File: config.mk
export PLATFORM = sky130hd
export DESIGN_NAME = high_score_tracker_flat
export DESIGN_NICKNAME = d
export VERILOG_FILES = /design/src/rtl/high_score_tracker_if.sv /design/src/rtl/high_score_tracker.sv /design/src/flat_wrapper.sv
export SDC_FILE = /design/constraint.sdc
export NUM_CORES = 1
export LEC_CHECK = 0
export BUFFER_PORTS_ARGS = -buffer_cell sky130_fd_sc_hd__buf_4
export CAP_MARGIN = 30
export CORE_ASPECT_RATIO = 1.1
export CORE_MARGIN = 1
export CORE_UTILIZATION = 53
export CTS_BUF_LIST = sky130_fd_sc_hd__clkbuf_8
export DETAILED_ROUTE_END_ITERATION = 6
export GPL_TIMING_DRIVEN = 0
export PLACE_DENSITY = 0.78
export SYNTH_ARGS = -nofsm -noshare
export SYNTH_HDL_FRONTEND = slang
export SYNTH_SLANG_ARGS = --single-unit
File: constraint.sdc
create_clock -name clk -period 2.4 [get_ports clk]
set_input_delay 0.36 -clock clk [delete_from_list [all_inputs] [get_ports clk]]
set_output_delay 0.36 -clock clk [all_outputs]
set_load 0.1 [all_outputs]
File: src/rtl/high_score_tracker_if.sv
// Signal bundle between the game logic, the high score tracker and the score digit renderers.
// The master side drives game events and the live score; the slave side returns what to display.
interface high_score_tracker_if;
    logic        i_game_tick;
    logic        i_game_start;
    logic        i_game_over;
    logic [15:0] i_score;
    logic [15:0] o_display_score;
    logic        o_display_blank;
    logic [15:0] o_high_score;
    logic        o_new_record;

    modport master (
        output i_game_tick, i_game_start, i_game_over, i_score,
        input  o_display_score, o_display_blank, o_high_score, o_new_record
    );

    modport slave (
        input  i_game_tick, i_game_start, i_game_over, i_score,
        output o_display_score, o_display_blank, o_high_score, o_new_record
    );
endinterface

File: src/rtl/high_score_tracker.sv
// Session high score keeper and score display selector; blinks the high score
// for BLINK_TICKS game ticks after a game ends with a new record.
module high_score_tracker #(
    parameter int BLINK_TICKS = 40,
    parameter int BLINK_HALF  = 5
) (
    input  logic                 clk,
    input  logic                 rst_n,
    high_score_tracker_if.slave  bus
);

    localparam int TW = $clog2(BLINK_TICKS + 1);
    localparam int PW = $clog2(BLINK_HALF + 1);
    localparam logic [TW-1:0] TICK_LAST  = TW'(BLINK_TICKS - 1);
    localparam logic [PW-1:0] PHASE_LAST = PW'(BLINK_HALF - 1);

    typedef enum logic [2:0] {
        IDLE,
        PLAYING,
        CHECK,
        CELEB,
        HOLD
    } state_t;

    state_t        r_state;
    logic [15:0]   r_final_score;
    logic [15:0]   r_high_score;
    logic [15:0]   r_display_score;
    logic          r_display_blank;
    logic          r_new_record;
    logic [TW-1:0] r_tick_cnt;
    logic [PW-1:0] r_phase_cnt;

    // A game start overrides every other event, including a simultaneous game over or tick.
    always_ff @(posedge clk or negedge rst_n) begin
        if (!rst_n) begin
            r_state         <= IDLE;
            r_final_score   <= '0;
            r_high_score    <= '0;
            r_display_score <= '0;
            r_display_blank <= 1'b0;
            r_new_record    <= 1'b0;
            r_tick_cnt      <= '0;
            r_phase_cnt     <= '0;
        end else if (bus.i_game_start) begin
            r_state         <= PLAYING;
            r_display_score <= bus.i_score;
            r_display_blank <= 1'b0;
            r_new_record    <= 1'b0;
            r_tick_cnt      <= '0;
            r_phase_cnt     <= '0;
        end else begin
            case (r_state)
                IDLE: begin
                    r_display_score <= r_high_score;
                end
                PLAYING: begin
                    r_display_score <= bus.i_score;
                    if (bus.i_game_over) begin
                        r_final_score <= bus.i_score;
                        r_state       <= CHECK;
                    end
                end
                CHECK: begin
                    r_display_score <= r_final_score;
                    r_display_blank <= 1'b0;
                    r_tick_cnt      <= '0;
                    r_phase_cnt     <= '0;
                    // Packed BCD orders the same way as plain binary, so an unsigned compare suffices.
                    if (r_final_score > r_high_score) begin
                        r_high_score <= r_final_score;
                        r_new_record <= 1'b1;
                        r_state      <= CELEB;
                    end else begin
                        r_state <= HOLD;
                    end
                end
                CELEB: begin
                    r_display_score <= r_high_score;
                    if (bus.i_game_tick) begin
                        if (r_tick_cnt == TICK_LAST) begin
                            r_state         <= HOLD;
                            r_display_blank <= 1'b0;
                            r_tick_cnt      <= '0;
                            r_phase_cnt     <= '0;
                        end else begin
                            r_tick_cnt <= r_tick_cnt + 1'b1;
                            if (r_phase_cnt == PHASE_LAST) begin
                                r_phase_cnt     <= '0;
                                r_display_blank <= ~r_display_blank;
                            end else begin
                                r_phase_cnt <= r_phase_cnt + 1'b1;
                            end
                        end
                    end
                end
                HOLD: begin
                    r_display_score <= r_final_score;
                end
                default: begin
                    r_state <= IDLE;
                end
            endcase
        end
    end

    assign bus.o_display_score = r_display_score;
    assign bus.o_display_blank = r_display_blank;
    assign bus.o_high_score    = r_high_score;
    assign bus.o_new_record    = r_new_record;

endmodule

File: src/flat_wrapper.sv
// flat-port wrapper written by rule: the top's interface ports become plain ports
module high_score_tracker_flat 
#(
    parameter int BLINK_TICKS = 40,
    parameter int BLINK_HALF  = 5
)
  (clk, rst_n, bus_i_game_tick, bus_i_game_start, bus_i_game_over, bus_i_score, bus_o_display_score, bus_o_display_blank, bus_o_high_score, bus_o_new_record);
  high_score_tracker_if bus_i ();
  input  logic clk;
  input  logic rst_n;
  input wire logic [$bits(bus_i.i_game_tick)-1:0] bus_i_game_tick;
  input wire logic [$bits(bus_i.i_game_start)-1:0] bus_i_game_start;
  input wire logic [$bits(bus_i.i_game_over)-1:0] bus_i_game_over;
  input wire logic [$bits(bus_i.i_score)-1:0] bus_i_score;
  output wire logic [$bits(bus_i.o_display_score)-1:0] bus_o_display_score;
  output wire logic [$bits(bus_i.o_display_blank)-1:0] bus_o_display_blank;
  output wire logic [$bits(bus_i.o_high_score)-1:0] bus_o_high_score;
  output wire logic [$bits(bus_i.o_new_record)-1:0] bus_o_new_record;
  assign bus_i.i_game_tick = bus_i_game_tick;
  assign bus_i.i_game_start = bus_i_game_start;
  assign bus_i.i_game_over = bus_i_game_over;
  assign bus_i.i_score = bus_i_score;
  assign bus_o_display_score = bus_i.o_display_score;
  assign bus_o_display_blank = bus_i.o_display_blank;
  assign bus_o_high_score = bus_i.o_high_score;
  assign bus_o_new_record = bus_i.o_new_record;
  high_score_tracker #(.BLINK_TICKS(BLINK_TICKS), .BLINK_HALF(BLINK_HALF)) u_core (.clk(clk), .rst_n(rst_n), .bus(bus_i));
endmodule
; ---- Word-level counts from Yosys, hierarchy flattened
; Index checks and enable logic that the tools add are counted.
[totals]
regBits = 62
input_bits = 21
out_inout_bits = 34
elab_cells = 63
[classes]
add_sub_neg = 2
order_cmp = 1
eq_ne = 11
n_mux = 25
n_bitwise = 2
n_reduce_logical = 14
[ops]
columns = cell, n
row1 = case mux 16 bit (3 select lines), 1
row2 = 2-to-1 mux 3 bit, 9
row3 = 2-to-1 mux 6 bit, 3
row4 = greater-than comparator 16 bit, 1
row5 = 2-to-1 mux 16 bit, 1
row6 = case mux 3 bit (4 select lines), 1
row7 = case mux 6 bit (2 select lines), 1
row8 = AND reduction 3 bit, 3
row9 = 2-to-1 mux 1 bit, 7
row10 = adder 6 x 1 -> 6 bit (second input constant), 1
row11 = equality test 3 x 2 -> 1 bit (second input constant), 2
row12 = equality test 3 bit (second input constant), 2
row13 = equality test 6 bit (second input constant), 1
row14 = != test 3 bit (second input constant), 2
row15 = case mux 3 bit (2 select lines), 1
row16 = OR reduction 2 bit, 3
row17 = != test 4 x 2 -> 1 bit (second input constant), 1
row18 = AND reduction 2 bit, 2
row19 = AND reduction 4 bit, 1
row20 = nonzero test 2 bit, 2
row21 = nonzero test 4 bit, 1
row22 = adder 3 x 1 -> 3 bit (second input constant), 1
row23 = equality test 3 x 1 -> 1 bit (second input constant), 1
row24 = logical NOT 3 bit, 1
row25 = 5 further kinds, 6

; ---- Logic depth before layout (Yosys ltp)
[depth]
depth_word = 6
ltp_mapped = 10
ltp_nobuf = 8

; ---- Worst setup path before layout
; Ideal clock, no wire load.
[synth_path]
path_kind = register to register
startpoint = register u_core.r_high_score[5], in the netlist u_core.bus.o_high_score[5]
endpoint = register u_core.r_high_score[10], in the netlist u_core.bus.o_high_score[10]
setup_ps = 126
arrival_ps = 2901
required_time_ps = 2274
path_slack_ps = -626
stages_incl_launch_ff = 11
path_buffers = 2
synth_period_minus_slack_ps = 3026
path_cell_list = dfrtp_1 inv_1 ha_1 a21o_1 a21oi_1 o21ai_1 a2111oi_2 nand4bb_1 buf_6 buf_12 mux2_4
[synth_between]
elab_chain_cells = 2
[synth_rtl]
columns = element, line_no
row1 = "start, declared", high_score_tracker.sv:27  ; logic [15:0] r_high_score;
row2 = "start signal, assigned", high_score_tracker.sv:71  ; r_high_score <= r_final_score;
row3 = greater-than comparator 16 bit, high_score_tracker.sv:70  ; if (r_final_score > r_high_score) begin
row4 = AND reduction 3 bit (no line), --
; No other way between the ends.
; A chain may end at the register's enable or synchronous reset.

; ---- Final worst setup path
[layout_path]
startpoint = register u_core.r_high_score[15], in the netlist u_core.bus.o_high_score[15]
endpoint = register u_core.r_high_score[9], in the netlist u_core.bus.o_high_score[9]
; The elaborated chain is that of the path after synthesis.

==> impl_metrics.tcl <==
set metrics [dict create \
    status "finished, violations left" \
    violations "negative setup slack" \
    worst_slack_ns -0.0571 \
    cp.buffers_inverters 3 \
    clock_latency_ns 0.35 \
    crit_fanout 5 \
    htree_levels 3 \
    nNetsFinal 471 \
    drive_above_1_share_pct 39.2 \
    dp_hpwl_um 5850 \
    synth_simple_gate_area_share_pct 12.7 \
    muxShareOfSynthArea_pct 12.4 \
    antenna_cells 0 \
    yosysTopAreaCellShare_pct 45.1 \
    rsz0062_at_grt "yes" \
    async_flop_share_pct 100 \
    ys_types 41 \
    reg2reg_setup_slack_ns -0.06 \
    clkTransAtPathRegs_ns 0.07 \
    antenna_found_initial 0 \
    netlist_instances 352 \
    syn_area_um2 3440 \
    cts_tree "built" \
    combPwrFrac_pct 59.1 \
    initial_core_util_pct 55.2 \
    layout_common_cells "65 x buf_4, 43 x dfrtp_1, 37 x nand2_1" \
    ys_top_cells_by_area "dfrtp_1 45%, mux2_2 8.2%, ha_1 6.9%, o22ai_1 5.8%, o21ai_0 4.7%" \
    grt_overflow_total 0 \
    mostFrequentLayoutCell "buf_4" \
    synth_top_family_by_area "compound AO/OA/AOI/OAI gates" \
    intPower_mw 3.67 \
    grt_util_all_layers_pct 28.6 \
    wl_per_cell_um 18.2 \
    rows 30 \
    maxCapViolations 0 \
    grt_pass1_wl_um 14800 \
    dieWidth_um 78.8 \
    avgSynthCellArea_um2 9.78 \
    grt_pass1_vias 3029 \
    n_fill_cell 434 \
    seqPwrFrac_pct 26.1 \
    path_cells "inv_1 > ha_1 > nand4_4 > nor4_4 > a21boi_4 > a2111oi_4 > nand4bb_1 > buf_6 > clkbuf_16 > mux2_4" \
    routed_wl_um 9420 \
    hold_buffers 0 \
    cts_root_buf "clkbuf_8" \
    viasPerCell 6.01 \
    cpLargestDelayFamily "simple AND/OR/NAND/NOR gates" \
    synth_nets 392 \
    die_h_um 86.5 \
    hold_viol 0 \
    ys_warn_count 0 \
    ant_nets 0 \
    drc 0 \
    slew_headroom_pct 47.2 \
    vias 3099 \
    syn_to_final_growth_pct 33.3 \
    clkPwrFrac_pct 14.7 \
    power.density_nw_per_um2 1590 \
    io_pins 55 \
    core_area_um2 6230 \
    ir_drop_mv 1.39 \
    numCtsBuffers 9 \
    clockBufferDepth 2 \
    p_sw_share_pct 49.9 \
    clock_sinks 62 \
    period_share_pct 102 \
    crit_slowest_cell "dfrtp_4" \
    final-max-slew-violation-count 0 \
    max_stage_delay_ns 0.43 \
    cp.required_ns 2.64 \
    fmax_ghz 0.407 \
    min_period_ns 2.46 \
    p_leak_nw 1.99 \
    finClkSkew_ns 0.00864 \
    cp.arrival_ns 2.69 \
    worstSetupPathType "reg -> reg" \
    synthFlopType "dfrtp_1" \
    cp-start-kind "flop" \
    synth_seq_cells 62 \
    switchingPower_mw 3.65 \
    synthAdderAreaFrac_pct 6.91 \
    hold_class "in -> async" \
    synth_xor_area_share_pct 0.509 \
    grt_max_degree 63 \
    finalInstanceArea_um2 4590 \
    placed_cell_area_um2 4100 \
    drtIter0Drc 195 \
    worstMarginPinSlew_ns 0.791 \
    die_area_um2 6820 \
    setup_viol_count_final 16 \
    end_kind "flop" \
    yosysTopAreaCell "dfrtp_1" \
    io_buffer_count 53 \
    drt_pass1_iterations 4 \
    gp_congestion 0.837 \
    utilization_pct 73.7 \
    synth-compound-area-share_pct 17.4 \
    ys_seq_area_share_pct 45.1 \
    synth_edf_count 0 \
]
what timing repair did:
item	in CTS	in global routing
resized for setup	12	10
buffers inserted	6	8
gates cloned	0	1
pin swaps	5	3
endpoints found under the setup margin	16	27
power groups by stage:
stage                     registers (mW)  logic (mW)  clock network [mW]
after CTS                           1.90        4.01                1.09
after detailed placement            1.92        3.72                   0
final                               1.91        4.33                1.08
after global routing                1.96        4.58                1.13
after global placement              1.90        3.66                   0
after floorplan                     3.40        1.43                   0
final timing paths:
kind                                                       startpoint                                    endpoint  cells past startpoint
setup / recovery              u_core.bus.o_high_score[15]$_DFFE_PN0P_      u_core.bus.o_high_score[9]$_DFFE_PN0P_                     10
max in group asynchronous                                       rst_n      u_core.bus.o_high_score[6]$_DFFE_PN0P_                      1
hold / removal                                                  rst_n           u_core.r_phase_cnt[0]$_DFFE_PN0P_                      1
hold reg to reg            u_core.bus.o_display_score[13]$_DFFE_PN0P_  u_core.bus.o_display_score[13]$_DFFE_PN0P_                      2
min in group clk                                      bus_i_score[12]        u_core.r_final_score[12]$_DFFE_PN0P_                      2
setup reg to reg              u_core.bus.o_high_score[15]$_DFFE_PN0P_      u_core.bus.o_high_score[9]$_DFFE_PN0P_                     10
cells by family after synthesis:
| kind of cell | Yosys count |
|---|---|
| xor gates and xnor gates | 2 |
| adders and majority gates | 19 |
| muxes | 35 |
| buffers and inverters | 40 |
| and+or+nand+nor | 93 |
| DFF | 62 |
| AOI/OAI and AO/OA | 101 |
metrics by stage:
step | std cells | hold slack [ns] | setup slack (ns) | TNS [ns] | power (mW)
2_1_floorplan | 352 | 0.0644 | -0.0806 | -0.726 | 4.83
3_3_place_gp | 485 | 0.464 | -0.116 | -1.02 | 5.56
3_5_place_dp | 485 | 0.472 | -0.157 | -1.31 | 5.64
4_1_cts | 507 | 0.127 | 0.000338 | 0 | 7.00
5_1_grt | 516 | 0.158 | -0.120 | -1.86 | 7.67
6_report | 516 | 0.0907 | -0.0571 | -0.604 | 7.31
Yosys cell counts (all sizes together) (2+ instances only):
cell	count
a21boi	2
a21o	2
a21oi	24
and3	2
buf	3
clkbuf	18
dfrtp	62
ha	19
inv	19
mux2	34
nand2	38
nand2b	4
nand3	6
nand4	3
nor2	24
nor2b	3
nor3	6
o21ai	33
o22ai	32
or4	2
xnor2	2
sequential cells by signal, summed over array words and instances (netlist names):
signal,flops
u_core.bus.o_display_blank,1
u_core.bus.o_display_score,16
u_core.bus.o_high_score,16
u_core.bus.o_new_record,1
u_core.r_final_score,16
u_core.r_phase_cnt,3
u_core.r_state,3
u_core.r_tick_cnt,6
routing by layer:
layer / share of wire, % / GRT usage (%) / vias up
li1: - / - / 1425
met1: 41 / 36.7 / 1518
met2: 50 / 46.1 / 127
met3: 6.7 / 4.63 / 29
met4: 2.8 / 16.5 / 0
met5: 0 / 0 / -
area by class of cell:
cell class	count	area (um^2)	share of cell area (%)
Multi-Input combinational cell	250	1920	41.7
Sequential cell	62	1610	35.1
Timing Repair Buffer	68	544	11.9
Clock buffer	12	165	3.60
Buffer	21	104	2.26
Tap cell	80	100	2.18
Inverter	19	81.3	1.77
Clock inverter	4	68.8	1.50
Note: power is estimated with default switching activity, not from simulation.
